`src/rtl/uart_pkg.sv`:
```
// Shared UART definitions: frame levels, data width and transmitter FSM states.
package uart_pkg;

   localparam int unsigned UART_DATA_W = 8;

   // Line levels for the framing bits; the receiver uses the same values.
   localparam logic START_LVL = 1'b0;
   localparam logic STOP_LVL  = 1'b1;

   typedef enum logic [1:0] {
      IDLE  = 2'd0,
      START = 2'd1,
      DATA  = 2'd2,
      STOP  = 2'd3
   } state_t;

endpackage

```
`src/rtl/uart_baud_gen.sv`:
```
// Bit-period divider: pulses o_bit_end on the last clock of every serial bit.
module uart_baud_gen #(
   parameter int unsigned CLKS_PER_BIT = 1
) (
   input  logic i_clk,
   input  logic i_rst,
   input  logic i_restart,
   output logic o_bit_end
);

   localparam int unsigned   CW   = $clog2(CLKS_PER_BIT + 1);
   localparam logic [CW-1:0] LAST = CW'(CLKS_PER_BIT - 1);

   logic [CW-1:0] count;

   // Count clocks inside the current bit; a restart realigns the count to a frame start.
   always_ff @(posedge i_clk) begin
      if (i_rst || i_restart) begin
         count <= '0;
      end else if (o_bit_end) begin
         count <= '0;
      end else begin
         count <= count + CW'(1);
      end
   end

   // With one clock per bit the counter stays at zero, so every clock ends a bit.
   assign o_bit_end = (count == LAST);

endmodule

```
`src/rtl/uart_transmitter.sv`:
```
// UART transmitter: one-entry holding register feeding an 8N1/8N2 serialiser.
module uart_transmitter
   import uart_pkg::*;
#(
   parameter int unsigned CLKS_PER_BIT = 1,
   parameter int unsigned STOP_BITS    = 1
) (
   input  logic                   i_clk,
   input  logic                   i_rst,
   input  logic [UART_DATA_W-1:0] i_data,
   input  logic                   i_valid,
   output logic                   o_ready,
   output logic                   o_tx,
   output logic                   o_busy
);

   localparam logic [0:0] LAST_STOP = 1'(STOP_BITS - 1);

   state_t                 state;
   logic [UART_DATA_W-1:0] hold;
   logic                   hold_full;
   logic [UART_DATA_W-1:0] shift;
   logic [2:0]             bit_idx;
   logic [0:0]             stop_cnt;

   logic bit_end;
   logic accept;
   logic frame_end;
   logic load;
   logic restart;
   logic active_next;
   logic busy_next;

   uart_baud_gen #(
      .CLKS_PER_BIT(CLKS_PER_BIT)
   ) u_baud (
      .i_clk     (i_clk),
      .i_rst     (i_rst),
      .i_restart (restart),
      .o_bit_end (bit_end)
   );

   // Ready depends only on the holding register and reset, never on i_valid.
   assign o_ready = !hold_full && !i_rst;

   // Handshake, load and next-busy decisions shared by the registered FSM.
   always_comb begin
      accept      = i_valid && o_ready;
      frame_end   = (state == STOP) && bit_end && (stop_cnt == LAST_STOP);
      load        = hold_full && ((state == IDLE) || frame_end);
      restart     = hold_full && (state == IDLE);
      // busy is registered, so it is built from the values state and hold take at this edge
      active_next = load || ((state != IDLE) && !frame_end);
      busy_next   = active_next || accept || (hold_full && !load);
   end

   // Frame FSM with holding register, shifter, counters and registered line/busy outputs.
   always_ff @(posedge i_clk) begin
      if (i_rst) begin
         state     <= IDLE;
         hold      <= '0;
         hold_full <= 1'b0;
         shift     <= '0;
         bit_idx   <= '0;
         stop_cnt  <= '0;
         o_tx      <= STOP_LVL;
         o_busy    <= 1'b0;
      end else begin
         o_busy <= busy_next;

         if (accept) begin
            hold      <= i_data;
            hold_full <= 1'b1;
         end else if (load) begin
            hold_full <= 1'b0;
         end

         case (state)
            IDLE: begin
               o_tx <= STOP_LVL;
               if (load) begin
                  shift <= hold;
                  state <= START;
                  o_tx  <= START_LVL;
               end
            end

            START: begin
               if (bit_end) begin
                  state   <= DATA;
                  bit_idx <= '0;
                  o_tx    <= shift[0];
               end
            end

            DATA: begin
               if (bit_end) begin
                  if (bit_idx == 3'd7) begin
                     state    <= STOP;
                     stop_cnt <= '0;
                     o_tx     <= STOP_LVL;
                  end else begin
                     shift   <= shift >> 1;
                     bit_idx <= bit_idx + 3'd1;
                     o_tx    <= shift[1];
                  end
               end
            end

            STOP: begin
               if (frame_end) begin
                  if (load) begin
                     shift <= hold;
                     state <= START;
                     o_tx  <= START_LVL;
                  end else begin
                     state <= IDLE;
                     o_tx  <= STOP_LVL;
                  end
               end else if (bit_end) begin
                  stop_cnt <= stop_cnt + 1'b1;
               end
            end

            default: begin
               state <= IDLE;
               o_tx  <= STOP_LVL;
            end
         endcase
      end
   end

endmodule

```
`config.mk`:
```
export PLATFORM = sky130hd
export DESIGN_NAME = uart_transmitter
export DESIGN_NICKNAME = d
export VERILOG_FILES = /design/src/rtl/uart_pkg.sv /design/src/rtl/uart_baud_gen.sv /design/src/rtl/uart_transmitter.sv
export SDC_FILE = /design/constraint.sdc
export NUM_CORES = 1
export LEC_CHECK = 0
export ABC_CLOCK_PERIOD_IN_PS = 2100
export CAP_MARGIN = 20
export CORE_UTILIZATION = 40
export CTS_CLUSTER_SIZE = 30
export DETAILED_ROUTE_END_ITERATION = 7
export PLACE_DENSITY = 0.72
export SLEW_MARGIN = 20
export SYNTH_ARGS = -nofsm -noshare
export SYNTH_HDL_FRONTEND = slang
export SYNTH_HIERARCHICAL = 1
export SYNTH_SLANG_ARGS = --single-unit
export TNS_END_PERCENT = 10
```
`constraint.sdc`:
```
create_clock -name i_clk -period 2.1 [get_ports i_clk]
set_input_delay 0.21 -clock i_clk [delete_from_list [all_inputs] [get_ports i_clk]]
set_output_delay 0.21 -clock i_clk [all_outputs]
set_load 0.02 [all_outputs]
```
### Word-level counts from Yosys, hierarchy flattened

Index checks and enable logic that the tools add are counted.

| storage, ports and cells | value |
|---|---|
| flip-flop bits (word level) | 26 |
| logic and storage cells | 84 |

| cells by class | value |
|---|---|
| add/sub/neg operators | 3 |
| eq/ne operators | 12 |
| mux-type cells | 29 |
| bitwise operators | 2 |
| reduce and logical (&&, ||, !) cells | 29 |

Operator list:

| cell | count |
|---|---|
| two-way mux 8 bit | 4 |
| one-hot mux 8 bit (3 select lines) | 1 |
| != test 2 bit, second input constant | 8 |
| two-way mux 1 bit | 12 |
| two-way mux 2 bit | 5 |
| AND reduction 5 bit | 2 |
| two-way mux 3 bit | 3 |
| logical AND 1 bit | 8 |
| one-hot mux 2 bit (4 select lines) | 1 |
| AND reduction 4 bit | 2 |
| nonzero test 2 bit | 4 |
| one-hot mux 3 bit (2 select lines) | 1 |
| logical OR 1 bit | 5 |
| equality test 2 bit, second input constant | 2 |
| logical NOT 1 bit | 4 |
| one-hot mux 1 bit (4 select lines) | 1 |
| adder 3 x 1 -> 3 bit, second input constant | 1 |
| equality test 3 bit, second input constant | 1 |
| AND reduction 3 bit | 1 |
| nonzero test 3 bit | 1 |
| adder 1 bit, second input constant | 2 |
| equality test 2 x 1 -> 1 bit, second input constant | 1 |
| logical NOT 2 bit | 1 |
| NOT 1 bit | 2 |
| other kinds (2) | 2 |

### Depth between registers and ports, before layout

Gate-level depths: netlist (run 1).

| logic depth | value |
|---|---|
| depth after elaboration | 8 |
| gate-level depth with buffers | 8 |
| gate-level depth less buffers | 6 |

### Modules after synthesis

The synthesis (run 1) kept the hierarchy.

Modules (own cells, without submodules):

| module | instances | cells an instance | area each (sq um) | sequential area each (sq um) |
|---|---|---|---|---|
| uart_transmitter | 1 | 146 | 1318.8 | 500.5 |
| uart_baud_gen | 1 | 3 | 27.5 | 20.0 |

### Worst setup path after synthesis (run 1)

OpenSTA, ideal clock, no wires.

| path | value |
|---|---|
| path kind | register to register |
| from | register state[0] |
| to | register state[0] |
| setup time | 0.117 ns |
| data arrival time | 1.735 ns |
| slack | 0.247 ns |
| cell stages (with the launch flop) | 8 |
| buffers on the path | 1 |
| cells stage by stage | dfxtp_1 > inv_1 > ha_1 > buf_2 > o21ba_2 > a2111oi_4 > nand2_1 > a32o_1 |

| between the ends | value |
|---|---|
| longest elaborated chain between the ends | 8 |

Ends and longest elaborated chain:

| element | RTL line | source |
|---|---|---|
| start, declared | uart_transmitter.sv:19 | `state_t state;` |
| start signal, assigned | uart_transmitter.sv:60 | `state <= IDLE;` |
| start signal, assigned | uart_transmitter.sv:83 | `state <= START;` |
| start signal, assigned | uart_transmitter.sv:90 | `state <= DATA;` |
| equality test 2 bit | uart_transmitter.sv:49, uart_transmitter.sv:78 |  |
| logical AND 1 bit (2 in series) | uart_transmitter.sv:49 | `frame_end = (state == STOP) && bit_end && (stop_cnt == LAST_STOP);` |
| logical OR 1 bit | uart_transmitter.sv:50 | `load = hold_full && ((state == IDLE) \|\| frame_end);` |
| logical AND 1 bit | uart_transmitter.sv:50 |  |
| two-way mux 1 bit | uart_transmitter.sv:112 | `if (load) begin` |
| two-way mux 2 bit | uart_transmitter.sv:111 | `if (frame_end) begin` |
| one-hot mux 2 bit (4 select lines) | uart_transmitter.sv:78 | `case (state)` |

Parallel ways exist; a longest one is shown, timed or not. The select of a mux whose other input is x is not followed.
A chain may end at the register's enable or synchronous reset.

### Worst setup path after layout (run 1)

Same ends and word-level chain as after synthesis.

==> flow_summary.toml, run 1 <==
[run_status]
status = "finished clean"

[cells_and_area]
final.fill_count = 302
final_common_cell = "sky130_fd_sc_hd__dfxtp_1"
layout_common_cells = "26 x sky130_fd_sc_hd__dfxtp_1, 20 x sky130_fd_sc_hd__nand2_1, 17 x sky130_fd_sc_hd__a21oi_1"
final-instance-count-excl-fill = 205
final_nets = 181
syn_to_final_growth_pct = 16.8
post-route-util_pct = 50.3
layout-drive-gt1-share_pct = 11.2
antennaDiodeCount = 0

[clock_network]
clock_insertion_delay_worst_skew_ps = 320
clock-sinks = 26
cts_repair_resize_count = 0
path_clk_slew_ps = 150
cts_max_path_buffers = 2
cts-htree-levels = 1
cts-buffers-inserted = 3
postCtsHoldBufs = 0
cts_tree = "done"
buffers_inserted_by_post_cts_timing_repair = 0
cts_root_buf = "sky130_fd_sc_hd__clkbuf_4"

[setup_path]
crit_arrival_ps = 2200
cp_data_required_time_ps = 2330
worstPathMaxFanout = 5
critical_path.endpoint_type = "register"
crit_chain = "inv_1 > ha_1 > o21ba_2 > a2111oi_4 > nand2_1 > a32o_1"
cp-start-kind = "register"
worst_path_max_delay_cell = "sky130_fd_sc_hd__dfxtp_1"
criticalPathCategory = "register to register"
critical_path.max_stage_delay_ps = 440

[power]
power.density_nw_per_um2 = 1080
irDropWorstVdd_mv = 0.567
static-leakage-power_nw = 0.596
total_power_w = 0.00170

[die]
fp-row-count = 20
die_span_y_um = 60.0
design.die.area_sq_um = 3600
io_pins = 14
start_util_pct = 43.0
coreArea_sq_um = 3130
die_width_um = 60.0

[timing]
timing.fmax_mhz = 508
finalWorstPathRequiredPeriod_ps = 1970
finalSetupViolCount = 0
worst-slew-pin-transition_ps = 554
grt_setup_unrepaired = "no"
fin_worst_hold_slack_ps = 412
timing.max_slew.rel_slack_pct = 63.0
timing.final.max_slew_violations = 0
min_period_over_period_pct = 93.7
worst_setup_skew_after_layout_ps = 4.78
report.final.hold_viol_count = 0
totalNegativeSetupSlack_ps = 0

[yosys]
yosys.area.top_type_share_pct = 38.7
yosys_register_bits = 26
seq_area_frac_synth_pct = 38.7
synth_top_area_cell = "sky130_fd_sc_hd__dfxtp_1"
post_synth_inst_count = 149
synth_fp_nets = 168
synth.cell_area_sq_um = 1350
synth.top_cells.by_area = "sky130_fd_sc_hd__dfxtp_1 39%, sky130_fd_sc_hd__ha_1 7.4%, sky130_fd_sc_hd__mux2i_1 6.7%"
synth-warning-count = 6
synth_cell_types = 34
synth.avg_cell_area_sq_um = 9.04

[placement]
dp.cells = 201
gp_congestion = 0.725
hpwlAfterDp_um = 1900
placement.io_buffers = 13

[global_routing]
antenna_violations_before_repair = 0
grt_first_pass_wirelength_um = 4160
grt_max_degree = 26
gr-usage-all-layers_pct = 15.2
grt_pass1_vias = 949
total_global_routing_overflow = 0

[route]
num_vias = 1042
drt.antenna.violating_nets = 0
drtIter0Drc = 27
detail_route.drc_violations = 0
wirelength_um = 2590
drt-vias-per-instance = 5.08
first_pass_iters = 6
routedWlPerCell_um = 12.7

[run]
maxCapViolCount = 0

[worst_hold_path]
hold_path.class = "input port to register"
==> worst max-delay path, delay by kind of cell, from the launching register on <==
family | cells | cell delay (ps)
DFF | 1 | 440
adders and majority gates | 1 | 270
and+or+nand+nor | 1 | 120
AOI/OAI and AO/OA | 3 | 920
buffers and inverters | 1 | 120
==> power by group <==
| group | leakage (nW) | switching [W] | internal [W] | total [W] |
|---|---|---|---|---|
| registers | 0.213 | 0.0000763 | 0.000594 | 0.000670 |
| clock network | 0.0279 | 0.000156 | 0.000193 | 0.000349 |
| logic | 0.355 | 0.000368 | 0.000317 | 0.000685 |
==> flip-flops by register name, summed over array words and instances (netlist names) <==
name / flops
hold: 8
shift: 8
bit_idx: 3
state: 2
hold_full: 1
o_busy: 1
o_tx: 1
stop_cnt: 1
u_baud/count: 1
==> synth_stat cells (all sizes together) <==
| library cell | number |
|---|---|
| a31oi | 1 |
| and3 | 1 |
| a221oi | 1 |
| a32o | 1 |
| nor2 | 8 |
| clkbuf | 5 |
| o21ai | 5 |
| dfxtp | 26 |
| a311oi | 7 |
| nor2b | 4 |
| a21o | 1 |
| a311o | 1 |
| nand2b | 4 |
| a22oi | 3 |
| a22o | 2 |
| ha | 8 |
| and2b | 2 |
| nand2 | 20 |
| a2111oi | 2 |
| a21oi | 20 |
| buf | 6 |
| inv | 5 |
| and2 | 1 |
| nand3 | 1 |
| mux2i | 9 |
| conb | 1 |
| nor3 | 1 |
| mux2 | 1 |
| o21ba | 1 |
| o211ai | 1 |
==> cells by family after synthesis <==
| family | count (synthesis) | synth area share [%] |
|---|---|---|
| AOI/OAI and AO/OA | 46 | 26.1 |
| adders and majority gates | 8 | 7.44 |
| buffers and inverters | 16 | 5.67 |
| DFF | 26 | 38.7 |
| muxes | 10 | 7.53 |
| other | 1 | 0.279 |
| and+or+nand+nor | 42 | 14.3 |
==> layout make-up <==
cell class                 count  area [sq um]  share of cell area, %
inverter                       5          18.8                   1.19
timing repair buffer          19           175                   11.1
clock inverter                 1          30.0                   1.91
clock buffer                   3          22.5                   1.43
sequential                    26           520                   33.1
multi-input combinational    107           751                   47.7
tap                           44          55.1                   3.50
==> worst paths after layout <==
kind | startpoint | to | slack, ps | cells after the start
setup / recovery | state[0]$_SDFFE_PP0P_ | state[0]$_SDFFE_PP0P_ | 130 | 6
hold / removal | i_data[1] | hold[1]$_SDFFE_PP0P_ | 410 | 3
setup reg to reg | state[0]$_SDFFE_PP0P_ | state[0]$_SDFFE_PP0P_ | 130 | 6
hold reg to reg | hold[5]$_SDFFE_PP0P_ | hold[5]$_SDFFE_PP0P_ | 470 | 2
==> through the flow <==
stage	cell area (sq um)	setup WS (ps)
final	1570	133
after floorplan	1350	247
after global routing	1570	51.9
after detailed placement	1520	154
after CTS	1570	113
after global placement	1520	286
==> per-layer routing <==
layer | global-route usage [%] | share of wire (%)
met3 | 1.73 | 2.8
met2 | 25.7 | 47
met1 | 20.3 | 49
met4 | 3.99 | 0.50
met5 | 0 | 0
No activity file was read; power rests on OpenSTA's default activity.
==> run 2: changes to the inputs <==
--- a/config.mk
+++ b/config.mk
@@ -5,12 +5,12 @@
 export SDC_FILE = /design/constraint.sdc
 export NUM_CORES = 1
 export LEC_CHECK = 0
+export ABC_AREA = 1
 export ABC_CLOCK_PERIOD_IN_PS = 2100
 export CAP_MARGIN = 20
 export CORE_UTILIZATION = 40
 export CTS_CLUSTER_SIZE = 30
 export DETAILED_ROUTE_END_ITERATION = 7
-export PLACE_DENSITY = 0.72
 export SLEW_MARGIN = 20
 export SYNTH_ARGS = -nofsm -noshare
 export SYNTH_HDL_FRONTEND = slang
==> run 2 against run 1 <==
Compared with the run above: first-iteration DRC count up 52%; final cell count up 9.8%; routed wire length down 2.7%; register-to-register slack better by 210 ps; synthesized cell count up 13%; largest power group is now sequential cells.
==> flow_summary.toml, run 2 <==
[setup_path]
cp-start-kind = "register"
criticalPathCategory = "register to register"
cp_data_required_time_ps = 2340
critPathMostFrequentCell = "sky130_fd_sc_hd__nand2_1"
worst_path_max_delay_cell = "sky130_fd_sc_hd__dfxtp_1"
critPathTopFamily = "simple AND/OR/NAND/NOR gates"
crit_chain = "inv_1 > ha_1 > nand2_1 > nand3b_2 > nor2_4 > nand3_1 > nand2_1 > nor2_1"
worstPathMaxFanout = 16
worst-path-buf-inv = 1
critical_path.endpoint_type = "register"
crit_arrival_ps = 2000
critical_path.max_stage_delay_ps = 450

[clock_network]
cts-htree-levels = 1
clock_insertion_delay_worst_skew_ps = 340
postCtsHoldBufs = 0
cts_tree = "done"
cts_root_buf = "sky130_fd_sc_hd__clkbuf_4"
buffers_inserted_by_post_cts_timing_repair = 0
cts_repair_resize_count = 0
cts_max_path_buffers = 2
path_clk_slew_ps = 150
cts-buffers-inserted = 3
clock-sinks = 26

[timing]
report.final.hold_viol_count = 0
totalNegativeSetupSlack_ps = 0
min_period_over_period_pct = 83.8
timing.fmax_mhz = 568
timing.final.max_slew_violations = 0
finalSetupViolCount = 0
grt_setup_unrepaired = "no"
finalWorstPathRequiredPeriod_ps = 1760
worst_setup_skew_after_layout_ps = 7.71

[placement]
hpwlAfterDp_um = 1830
placement.io_buffers = 13
gp_congestion = 0.768

[power]
static-leakage-power_nw = 0.640
irDropWorstVdd_mv = 0.447
power.density_nw_per_um2 = 1120

[run]
maxCapViolCount = 0

[global_routing]
most_used_layer_global_route = "met2"
antenna_violations_before_repair = 0
grt_use_met2_pct = 26.1
grt.met3_usage_pct = 1.97
grt_pass1_vias = 971
gr-usage-all-layers_pct = 16.8
total_global_routing_overflow = 0
grt_max_degree = 18
grt_first_pass_wirelength_um = 4450
met1_usage_pct = 23.0

[yosys]
post_synth_inst_count = 168
synth.avg_cell_area_sq_um = 7.74
synth.cell_area_sq_um = 1300
synth_fp_nets = 187
synth-warning-count = 6

[route]
routedWlPerCell_um = 11.2
first_pass_iters = 4
drt.antenna.violating_nets = 0
drt-vias-per-instance = 4.88
wirelength_um = 2520
drtIter0Drc = 41
num_vias = 1097
detail_route.drc_violations = 0

[cells_and_area]
post-route-util_pct = 48.6
layout-drive-gt1-share_pct = 8.84
syn_to_final_growth_pct = 15.0
layout_common_cells = "39 x sky130_fd_sc_hd__nand2_1, 26 x sky130_fd_sc_hd__dfxtp_1, 18 x sky130_fd_sc_hd__a21oi_1"
final_nets = 201
antennaDiodeCount = 0
final_common_cell = "sky130_fd_sc_hd__nand2_1"
registers_with_the_most_flip_flops = "hold (8), shift (8), bit_idx (3)"

[die]
design.die.area_sq_um = 3480
die_width_um = 59.0
start_util_pct = 42.2
die_span_y_um = 59.0
io_pins = 14
fp-row-count = 20
coreArea_sq_um = 3080

[run_status]
status = "finished clean"

[worst_hold_path]
hold_path.class = "input port to register"
[run 2: tightest hold or removal path: stages]
cell and delay, ps:
sky130_fd_sc_hd__clkdlybuf4s50_1 400, sky130_fd_sc_hd__nand2_1 60, sky130_fd_sc_hd__o31ai_1 50
[run 2: final timing paths]
| path | from | end | slack [ps] | depth (start not counted) |
|---|---|---|---|---|
| max reg2reg | state[0]$_SDFFE_PP0P_ | shift[0]$_SDFFE_PP0P_ | 340 | 8 |
| max | state[0]$_SDFFE_PP0P_ | shift[0]$_SDFFE_PP0P_ | 340 | 8 |
| min | i_data[2] | hold[2]$_SDFFE_PP0P_ | 420 | 3 |
| min reg2reg | bit_idx[0]$_SDFFE_PP0P_ | bit_idx[0]$_SDFFE_PP0P_ | 480 | 1 |
[run 2: metrics by stage]
step / instance area [sq um] / cells / power [W] / hold slack [ps] / worst slack, ps
CTS: 1500 / 225 / 0.00168 / 413 / 337
global placement: 1440 / 221 / 0.00130 / 447 / 455
finish: 1500 / 225 / 0.00167 / 419 / 340
floorplan: 1300 / 168 / 0.00122 / 323 / 574
global route: 1500 / 225 / 0.00181 / 433 / 135
detailed placement: 1440 / 221 / 0.00133 / 454 / 359
[run 2: layout make-up]
cell class | instances | area, sq um
multi-input combinational | 123 | 673
fill | 309 | 1580
timing repair buffer | 15 | 145
clock buffer | 3 | 22.5
clock inverter | 1 | 30.0
sequential | 26 | 520
inverter | 13 | 48.8
tap | 44 | 55.1
[run 2: where the power goes]
group	internal, W	switching (W)	leakage [nW]
combinational	0.000258	0.000370	0.398
sequential	0.000613	0.0000813	0.214
clock	0.000193	0.000158	0.0279
[run 2: layer usage]
layer,vias up,wire (um)
met2,23,1100
met5,-,0
met3,5,104
met1,498,1260
li1,571,-
met4,0,56
